`src/rtl/addsub_pkg.sv`:
```
// addsub_pkg
// Shared definitions for the byte-serial add/subtract sequencer.
//   addsub_state_t : sequencer state encoding (IDLE, RUN, DONE)
//   BYTE_W         : width of one adder slice
package addsub_pkg;

    localparam int BYTE_W = 8;

    typedef enum logic [1:0] {
        IDLE = 2'd0,
        RUN  = 2'd1,
        DONE = 2'd2
    } addsub_state_t;

endpackage

```
`src/rtl/addsub_seq_ctrl_prefixadder.sv`:
```
// prefixadder_8bit
// 8-bit Kogge-Stone parallel-prefix adder with carry-in.
// Ports:
//   a, b  in  8  addend bytes
//   cin   in  1  carry into bit 0
//   sum   out 8  a + b + cin, modulo 256
//   cout  out 1  carry out of bit 7
module prefixadder_8bit
    import addsub_pkg::*;
(
    input  logic [BYTE_W-1:0] a,
    input  logic [BYTE_W-1:0] b,
    input  logic              cin,
    output logic [BYTE_W-1:0] sum,
    output logic              cout
);

    logic [BYTE_W-1:0] g0, p0, g1, p1, g2, p2, g3, p3;
    logic [BYTE_W:0]   c;

    // Bit-level generate/propagate. Using XOR as propagate is safe here
    // because wherever XOR and OR differ, generate is already 1.
    assign g0 = a & b;
    assign p0 = a ^ b;

    // Three prefix levels with spans 1, 2 and 4. Shifted-in propagate
    // bits are 1 and generate bits 0, so the low positions pass through.
    assign g1 = g0 | (p0 & {g0[6:0], 1'b0});
    assign p1 = p0 & {p0[6:0], 1'b1};
    assign g2 = g1 | (p1 & {g1[5:0], 2'b00});
    assign p2 = p1 & {p1[5:0], 2'b11};
    assign g3 = g2 | (p2 & {g2[3:0], 4'b0000});
    assign p3 = p2 & {p2[3:0], 4'b1111};

    // After the prefix tree, g3/p3 bit i covers bits i..0, so folding
    // in cin gives the carry into bit i+1 directly.
    assign c    = {g3 | (p3 & {BYTE_W{cin}}), cin};
    assign sum  = p0 ^ c[BYTE_W-1:0];
    assign cout = c[BYTE_W];

endmodule

```
`src/rtl/addsub_seq_ctrl.sv`:
```
// addsub_seq_ctrl
// Performs a WORDS x 8-bit add or subtract one byte per cycle through a
// single 8-bit prefix adder, least-significant byte first, chaining the
// carry through a register. Produces carry, signed overflow and zero.
// Ports:
//   clk, rst_n           clock, asynchronous active-low reset
//   in_valid / in_ready  operand request handshake
//   op_a, op_b, sub      operands; sub=1 computes op_a - op_b
//   out_valid / out_ready result handshake
//   result               sum or difference modulo 2^W
//   carry                MSB carry-out (for subtract, 1 = no borrow)
//   overflow             two's-complement signed overflow
//   zero                 result == 0
//   busy                 operation in flight or awaiting drain
module addsub_seq_ctrl
    import addsub_pkg::*;
#(
    parameter int WORDS = 4,
    parameter int W     = 8 * WORDS
) (
    input  logic         clk,
    input  logic         rst_n,
    input  logic         in_valid,
    output logic         in_ready,
    input  logic [W-1:0] op_a,
    input  logic [W-1:0] op_b,
    input  logic         sub,
    output logic         out_valid,
    input  logic         out_ready,
    output logic [W-1:0] result,
    output logic         carry,
    output logic         overflow,
    output logic         zero,
    output logic         busy
);

    localparam int IDX_W = $clog2(WORDS);

    addsub_state_t state, state_nxt;
    logic [IDX_W-1:0]  idx, idx_nxt;
    logic [W-1:0]      a_reg, a_nxt;
    logic [W-1:0]      b_reg, b_nxt;
    logic [W-1:0]      res_reg, res_nxt;
    logic              cin_reg, cin_nxt;
    logic              carry_reg, carry_nxt;
    logic              ovf_reg, ovf_nxt;

    logic [BYTE_W-1:0] a_byte, b_byte, sum_byte;
    logic              cout;

    // The single shared adder slice; fed by the byte-select muxes below.
    prefixadder_8bit u_adder (
        .a    (a_byte),
        .b    (b_byte),
        .cin  (cin_reg),
        .sum  (sum_byte),
        .cout (cout)
    );

    // State register and datapath registers. Reset clears everything so a
    // partially computed result can never be presented afterwards.
    always_ff @(posedge clk or negedge rst_n) begin
        if (!rst_n) begin
            state     <= IDLE;
            idx       <= '0;
            a_reg     <= '0;
            b_reg     <= '0;
            res_reg   <= '0;
            cin_reg   <= 1'b0;
            carry_reg <= 1'b0;
            ovf_reg   <= 1'b0;
        end else begin
            state     <= state_nxt;
            idx       <= idx_nxt;
            a_reg     <= a_nxt;
            b_reg     <= b_nxt;
            res_reg   <= res_nxt;
            cin_reg   <= cin_nxt;
            carry_reg <= carry_nxt;
            ovf_reg   <= ovf_nxt;
        end
    end

    // Next-state, datapath updates and output decode. Handshake outputs
    // depend only on registered state (and the reset pin), never on
    // in_valid or out_ready.
    always_comb begin
        state_nxt = state;
        idx_nxt   = idx;
        a_nxt     = a_reg;
        b_nxt     = b_reg;
        res_nxt   = res_reg;
        cin_nxt   = cin_reg;
        carry_nxt = carry_reg;
        ovf_nxt   = ovf_reg;

        a_byte = a_reg[BYTE_W*idx +: BYTE_W];
        b_byte = b_reg[BYTE_W*idx +: BYTE_W];

        in_ready  = rst_n && (state == IDLE);
        out_valid = (state == DONE);
        busy      = (state != IDLE);
        result    = res_reg;
        carry     = carry_reg;
        overflow  = ovf_reg;
        zero      = (res_reg == '0);

        unique case (state)
            IDLE: begin
                if (in_valid) begin
                    // Subtract is a + ~b + 1: invert b once here and seed
                    // the carry chain with sub.
                    a_nxt     = op_a;
                    b_nxt     = op_b ^ {W{sub}};
                    cin_nxt   = sub;
                    idx_nxt   = '0;
                    state_nxt = RUN;
                end
            end
            RUN: begin
                res_nxt[BYTE_W*idx +: BYTE_W] = sum_byte;
                cin_nxt = cout;
                if (idx == IDX_W'(WORDS - 1)) begin
                    // Top byte: capture final flags; b_byte is already
                    // inverted for subtract, so one overflow rule serves both.
                    carry_nxt = cout;
                    ovf_nxt   = (a_byte[BYTE_W-1] == b_byte[BYTE_W-1]) &&
                                (sum_byte[BYTE_W-1] != a_byte[BYTE_W-1]);
                    idx_nxt   = '0;
                    state_nxt = DONE;
                end else begin
                    idx_nxt = idx + 1'b1;
                end
            end
            DONE: begin
                if (out_ready) begin
                    state_nxt = IDLE;
                end
            end
            default: begin
                state_nxt = IDLE;
            end
        endcase
    end

endmodule

```
`config.mk`:
```
export PLATFORM = sky130hd
export DESIGN_NAME = addsub_seq_ctrl
export DESIGN_NICKNAME = d
export VERILOG_FILES = /design/src/rtl/addsub_pkg.sv /design/src/rtl/addsub_seq_ctrl_prefixadder.sv /design/src/rtl/addsub_seq_ctrl.sv
export SDC_FILE = /design/constraint.sdc
export NUM_CORES = 1
export LEC_CHECK = 0
export ABC_AREA = 1
export CAP_MARGIN = 20
export CORE_ASPECT_RATIO = 1.1
export CORE_MARGIN = 1.5
export CORE_UTILIZATION = 56
export DETAILED_ROUTE_END_ITERATION = 10
export GPL_TIMING_DRIVEN = 0
export HOLD_SLACK_MARGIN = 0.03
export PLACE_DENSITY_LB_ADDON = 0.08
export SYNTH_ARGS = -nofsm -noshare
export SYNTH_HDL_FRONTEND = slang
export SYNTH_SLANG_ARGS = --single-unit
```
`constraint.sdc`:
```
create_clock -name clk -period 4.9 [get_ports clk]
set_clock_uncertainty 0.05 [all_clocks]
set_input_delay 0.98 -clock clk [delete_from_list [all_inputs] [get_ports clk]]
set_output_delay 0.98 -clock clk [all_outputs]
set_load 0.01 [all_outputs]
```
* After elaboration in Yosys (flattened, before gate mapping)
Cells that the tools add are included.
** Word-level totals
- Register bits after elaboration :: 103
- Input port bits :: 69
- Logic and storage cells :: 57
** Cells by class
- Add/subtract/negate cells :: 2
- Equal/unequal tests :: 8
- Shifts and indexed selects :: 4
- Muxes and demuxes :: 10
- Bitwise gates (word level) :: 15
- Reduce and logical (&&, ||, !) cells :: 10
** Operators with widths (count)
- $and A8 B8 Y8 :: 8
- $shiftx A32 B6 Y8 :: 2
- $neg A5 Y34 :: 1
- $shift A8 B34 Y32 const A :: 1
- $shiftx A8 B34 Y32 :: 1
- $bwmux W32 :: 1
- $logic_not A32 Y1 :: 1
- $or A8 B8 Y8 :: 4
- $xor A32 B32 Y32 :: 1
- $xor A8 B8 Y8 :: 2
- $mux W2 :: 5
- $pmux W2 S3 :: 1
- $reduce_and A2 Y1 :: 3
- $eq A2 B2 Y1 const B :: 2
- $ne A2 B2 Y1 const B :: 2
- $pmux W2 S2 :: 1
- $reduce_bool A2 Y1 :: 2
- $reduce_and A3 Y1 :: 1
- $add A2 B1 Y2 const B :: 1
- $eq A2 B1 Y1 const B :: 1
- $logic_and A1 B1 Y1 :: 2
- $logic_not A2 Y1 :: 1
- $ne A2 B1 Y1 const B :: 1
- $pmux W1 S2 :: 1
- other kinds (3) :: 3

* Depth between registers and ports, before layout
- Depth after elaboration :: 12
- Mapped depth :: 15
- Depth with buffers taken out :: 13

* Hierarchy
Synthesis repeated with hierarchy kept, for this count alone.
** Second synthesis, totals
- Cells, all modules :: 656
- Area total of the unflattened synthesis :: 5430.2 µm²
** By module, submodules not included
- addsub_seq_ctrl :: times used 1, cells each 573, area each 4988.5 µm², sequential area each 2577.5 µm²
- prefixadder_8bit :: times used 1, cells each 83, area each 441.7 µm², sequential area each 0.0 µm²

* Worst setup path before layout
No wires, ideal clock.
- Kind :: register -> register
- From :: register idx[1]
- To :: register ovf_reg (netlist: overflow)
- Library setup time :: 0.117 ns
- Arrival time :: 2.152 ns
- Path slack :: 2.581 ns
- Stages on the path, launching flop included :: 12
- Buffers on the path :: 1
- Period minus slack after synthesis :: 2.319 ns
- Path through :: dfrtp_1 inv_1 clkbuf_1 o21ai_0 o22ai_1 ha_1 or2_1 nand3_1 nand3_1 or2_1 nand3_1 nand2_1
** On the way
- Cells in the longest elaborated chain, start to end :: 12
- Elaborated cells on any way between the ends :: 21
** RTL lines
- start: declaration :: RTL line addsub_seq_ctrl.sv:40 : logic [IDX_W-1:0] idx, idx_nxt;
- start signal: assignment :: RTL line addsub_seq_ctrl.sv:74 : idx <= idx_nxt;
- $shiftx A32 B6 Y8, on equally long branches :: RTL line addsub_seq_ctrl.sv:97, addsub_seq_ctrl.sv:98
- $xor A8 B8 Y8 :: RTL line addsub_seq_ctrl_prefixadder.sv:24 : assign p0 = a ^ b;
- $and A8 B8 Y8 :: RTL line addsub_seq_ctrl_prefixadder.sv:28 : assign g1 = g0 | (p0 & {g0[6:0], 1'b0});
- $or A8 B8 Y8 :: RTL line addsub_seq_ctrl_prefixadder.sv:28
- $and A8 B8 Y8 :: RTL line addsub_seq_ctrl_prefixadder.sv:30 : assign g2 = g1 | (p1 & {g1[5:0], 2'b00});
- $or A8 B8 Y8 :: RTL line addsub_seq_ctrl_prefixadder.sv:30
- $and A8 B8 Y8 :: RTL line addsub_seq_ctrl_prefixadder.sv:32 : assign g3 = g2 | (p2 & {g2[3:0], 4'b0000});
- $or A8 B8 Y8 :: RTL line addsub_seq_ctrl_prefixadder.sv:32
- $or A8 B8 Y8 :: RTL line addsub_seq_ctrl_prefixadder.sv:37 : assign c = {g3 | (p3 & {BYTE_W{cin}}), cin};
- $xor A8 B8 Y8 :: RTL line addsub_seq_ctrl_prefixadder.sv:38 : assign sum = p0 ^ c[BYTE_W-1:0];
- $ne A1 B1 Y1 :: RTL line addsub_seq_ctrl.sv:128 : (sum_byte[BYTE_W-1] != a_byte[BYTE_W-1]);
- $logic_and A1 B1 Y1 :: RTL line addsub_seq_ctrl.sv:127 : ovf_nxt = (a_byte[BYTE_W-1] == b_byte[BYTE_W-1]) &&
- end signal: assignment :: RTL line addsub_seq_ctrl.sv:80 : ovf_reg <= ovf_nxt;
- end: declaration :: RTL line addsub_seq_ctrl.sv:46 : logic ovf_reg, ovf_nxt;
Parallel ways exist; a longest one is shown, timed or not.
A chain may end at the register's enable or synchronous reset.

* Worst setup path after layout
- From :: input rst_n
- To :: output in_ready
** On the way
- Cells in the longest elaborated chain, start to end :: 1
** RTL lines
- start: declaration :: RTL line addsub_seq_ctrl.sv:22 : input logic rst_n,
- $logic_and A1 B1 Y1 :: RTL line addsub_seq_ctrl.sv:100 : in_ready = rst_n && (state == IDLE);
- end: declaration :: RTL line addsub_seq_ctrl.sv:24 : output logic in_ready,
No other way between the ends.

==> key figures <==
Floorplanning
  • Initial core utilization: 0.5743
  • # rows: 37
  • Die height: 105.5 um
  • Top Ports: ~110
  • Full die area: around 10000 sq um
  • Die width: about 96 um
  • Core Area: 9305 sq um

Pwr
  • Static Leak: 3.241 nW
  • Total power: 4.875 mW
  • Largest vdd supply drop: 0.3312 mV
  • P per Cell Area: 723.6 nW/um^2

Global routing
  • Initial antenna violation count: 0
  • Total gr overflow: 0
  • Number of global-route vias before repair: 4619
  • Total Routing Usage GR: 0.2859
  • Pin count of the biggest net entering global routing: 54
  • First-pass GRT wire length: 21910 um

Timing
  • Fin Setup TNS: 0 ns
  • Relative slew margins: 0.5416
  • Worst slew pin tran: 0.6876 ns
  • Period utilisation layout: 0.6768
  • Final Max Tran Viols: 0
  • Fin. Hold Viols: 0
  • Max Fclk: 301.5 MHz
  • Fin crit period: 3.316 ns
  • Worst hold margin: 0.4362 ns
  • Finish-stage setup viols: 0
  • Unrepaired setup endpoints after global routing: false
  • Final Worst Setup Slack: approximately 1.6 ns

Synth
  • Mapped Nets: 751
  • Mapped cell area: about 5300 sq um
  • Cell taking the most area after synthesis: dfrtp_1
  • Share of the yosys chip area belonging to registers: 0.4823
  • Synth top area cells: dfrtp_1 (48%), nand2_1 (16%), o21ai_0 (6.3%)
  • EDFF count, synth: 0
  • Syn avg cell area: 8.012 sq um
  • Share of the synthesized area in the top cell type: 0.4823
  • Synth Flop Type: dfrtp_1
  • Ys async rst share: 1.000
  • Synth cell types: 28
  • Synthesis warning total: 0
  • Gate Count Post-Synth: 667
  • #FFs+latches synth: 103

Placement
  • Post-Place Worst Slack: 1.566 ns
  • PortBufs: 105
  • Dpl cells: 890
  • Post-DP Area: 6566 sq um
  • GPL Wtd Cong: a little under 0.9
  • Post-DP HPWL: 10420 um

Critical path
  • Setup CP Type: input port to output port
  • Critical Path End Type: output port
  • Req. time, crit path: 3.87 ns
  • CP Launch Type: input port
  • Critical Path Fanout Max: 52
  • Worst reg2reg setup slack: 1.70 ns
  • Worst Path Arrival: roughly 2.3 ns
  • Cell depth of the worst flop-to-flop path: 13
  • FF-to-FF Start: idx[1]
  • Reg2reg end: result[23]

Route
  • DR vias/cell: 5.309
  • Routed wire length on met3: 499 um
  • Post-DRT Antenna Nets: 0
  • Detailed router's first-iteration violation count: 329
  • WL per Instance: 14.96 um
  • Met2 routed WL: between 6000 and 7000 um
  • DRC: 0
  • Drt pass-1 iters: 6
  • Via count: 4810
  • Met1 wire length: 5747 um
  • DR top layer: met4
  • Total Routed Length: 13560 um

Clock network
  • CTS Root Cell: clkbuf_8
  • CTS resizes: 0
  • Post-CTS Setup Repair Bufs: 0
  • Max clock buf depth: 2
  • Clock Pin Slew Worst Setup and Hold Paths: 0.08 ns
  • CTS tree: built
  • # hold bufs at CTS: 0
  • Clock buffer count from CTS: 9
  • TritonCTS Sinks: 103
  • H-tree depth: 3
  • Later-pin clock latency in the skew report: 0.37 ns

Job
  • Max-cap viol count: 0

Finish
  • Commonest non-fill, non-tap cell in the layout: nand2_1
  • Non-Filler Instances: around 910
  • Fin nets: 868
  • Layout cells sized above 1: 0.06464
  • Commonest non-fill, non-tap cells in the layout: nand2_1 (224), clkdlybuf4s50_1 (104), dfrtp_1 (103), o21ai_0 (67), nor2_1 (55)
  • P&R area growth vs syn: 26.06%
  • Inserted Diodes: 0
  • Final Core Density: 0.7239
  • Fin area: 6736 sq um

Hold path
  • Hold_sp: overflow
  • Hold path depth: 2
  • Hold endpoint: overflow
  • Hold Path Class: register to register

Run status
  • Outcome: finished, final reports clean
## synthesized netlist by cell type, drive strengths merged (7+ instances only)
library cell	count
nand4	11
clkbuf	7
nand3	25
inv	51
nand2	228
o22ai	20
nor2	60
dfrtp	103
o21ai	81
ha	14
buf	21
xnor2	34
## where the power goes
group	total [mW]	switching (mW)	internal, mW
Clock	0.494	0.279	0.215
Combinational	2.91	1.83	1.08
Sequential	1.47	0.254	1.21
Total	4.87	2.36	2.51
## critical path: stages
cell and delay [ns]:
buf_4 0.52, inv_1 0.09, nor2_1 0.12, clkdlybuf4s50_1 0.54
## logic make-up after synthesis
logic type / after synthesis / share of synthesized area
xor gates and xnor gates: 35 / 0.05736
AOI/OAI and AO/OA: 106 / 0.1044
adders and majority gates: 15 / 0.03653
buffers and inverters: 79 / 0.06228
DFF: 103 / 0.4823
and+or+nand+nor: 329 / 0.2571
## per-layer routing
metal  track usage  vias to the layer above
met5             0                        -
met3       0.03102                       28
met1        0.3518                     2255
met2        0.4930                      159
li1              -                     2368
met4        0.1324                        0
## area by class of cell
type,instances,area (sq um)
plain buffers,28,141.4
clock buffers,16,170.2
fillers,761,2569
inverters,51,191.4
multi-input cells,485,2434
flip-flops and latches,103,2577
well taps,117,146.4
repair buffers,106,1076
## how the worst max path moves through the flow
stage                      start       end  slack (ns)
after floorplan           idx[1]  overflow        2.58
after global placement     rst_n  in_ready       -1.70
after detailed placement   rst_n  in_ready        1.57
after CTS                  rst_n  in_ready        1.56
after global routing       rst_n  in_ready        1.40
final                      rst_n  in_ready        1.58
Power figures use the tool's default switching activity.
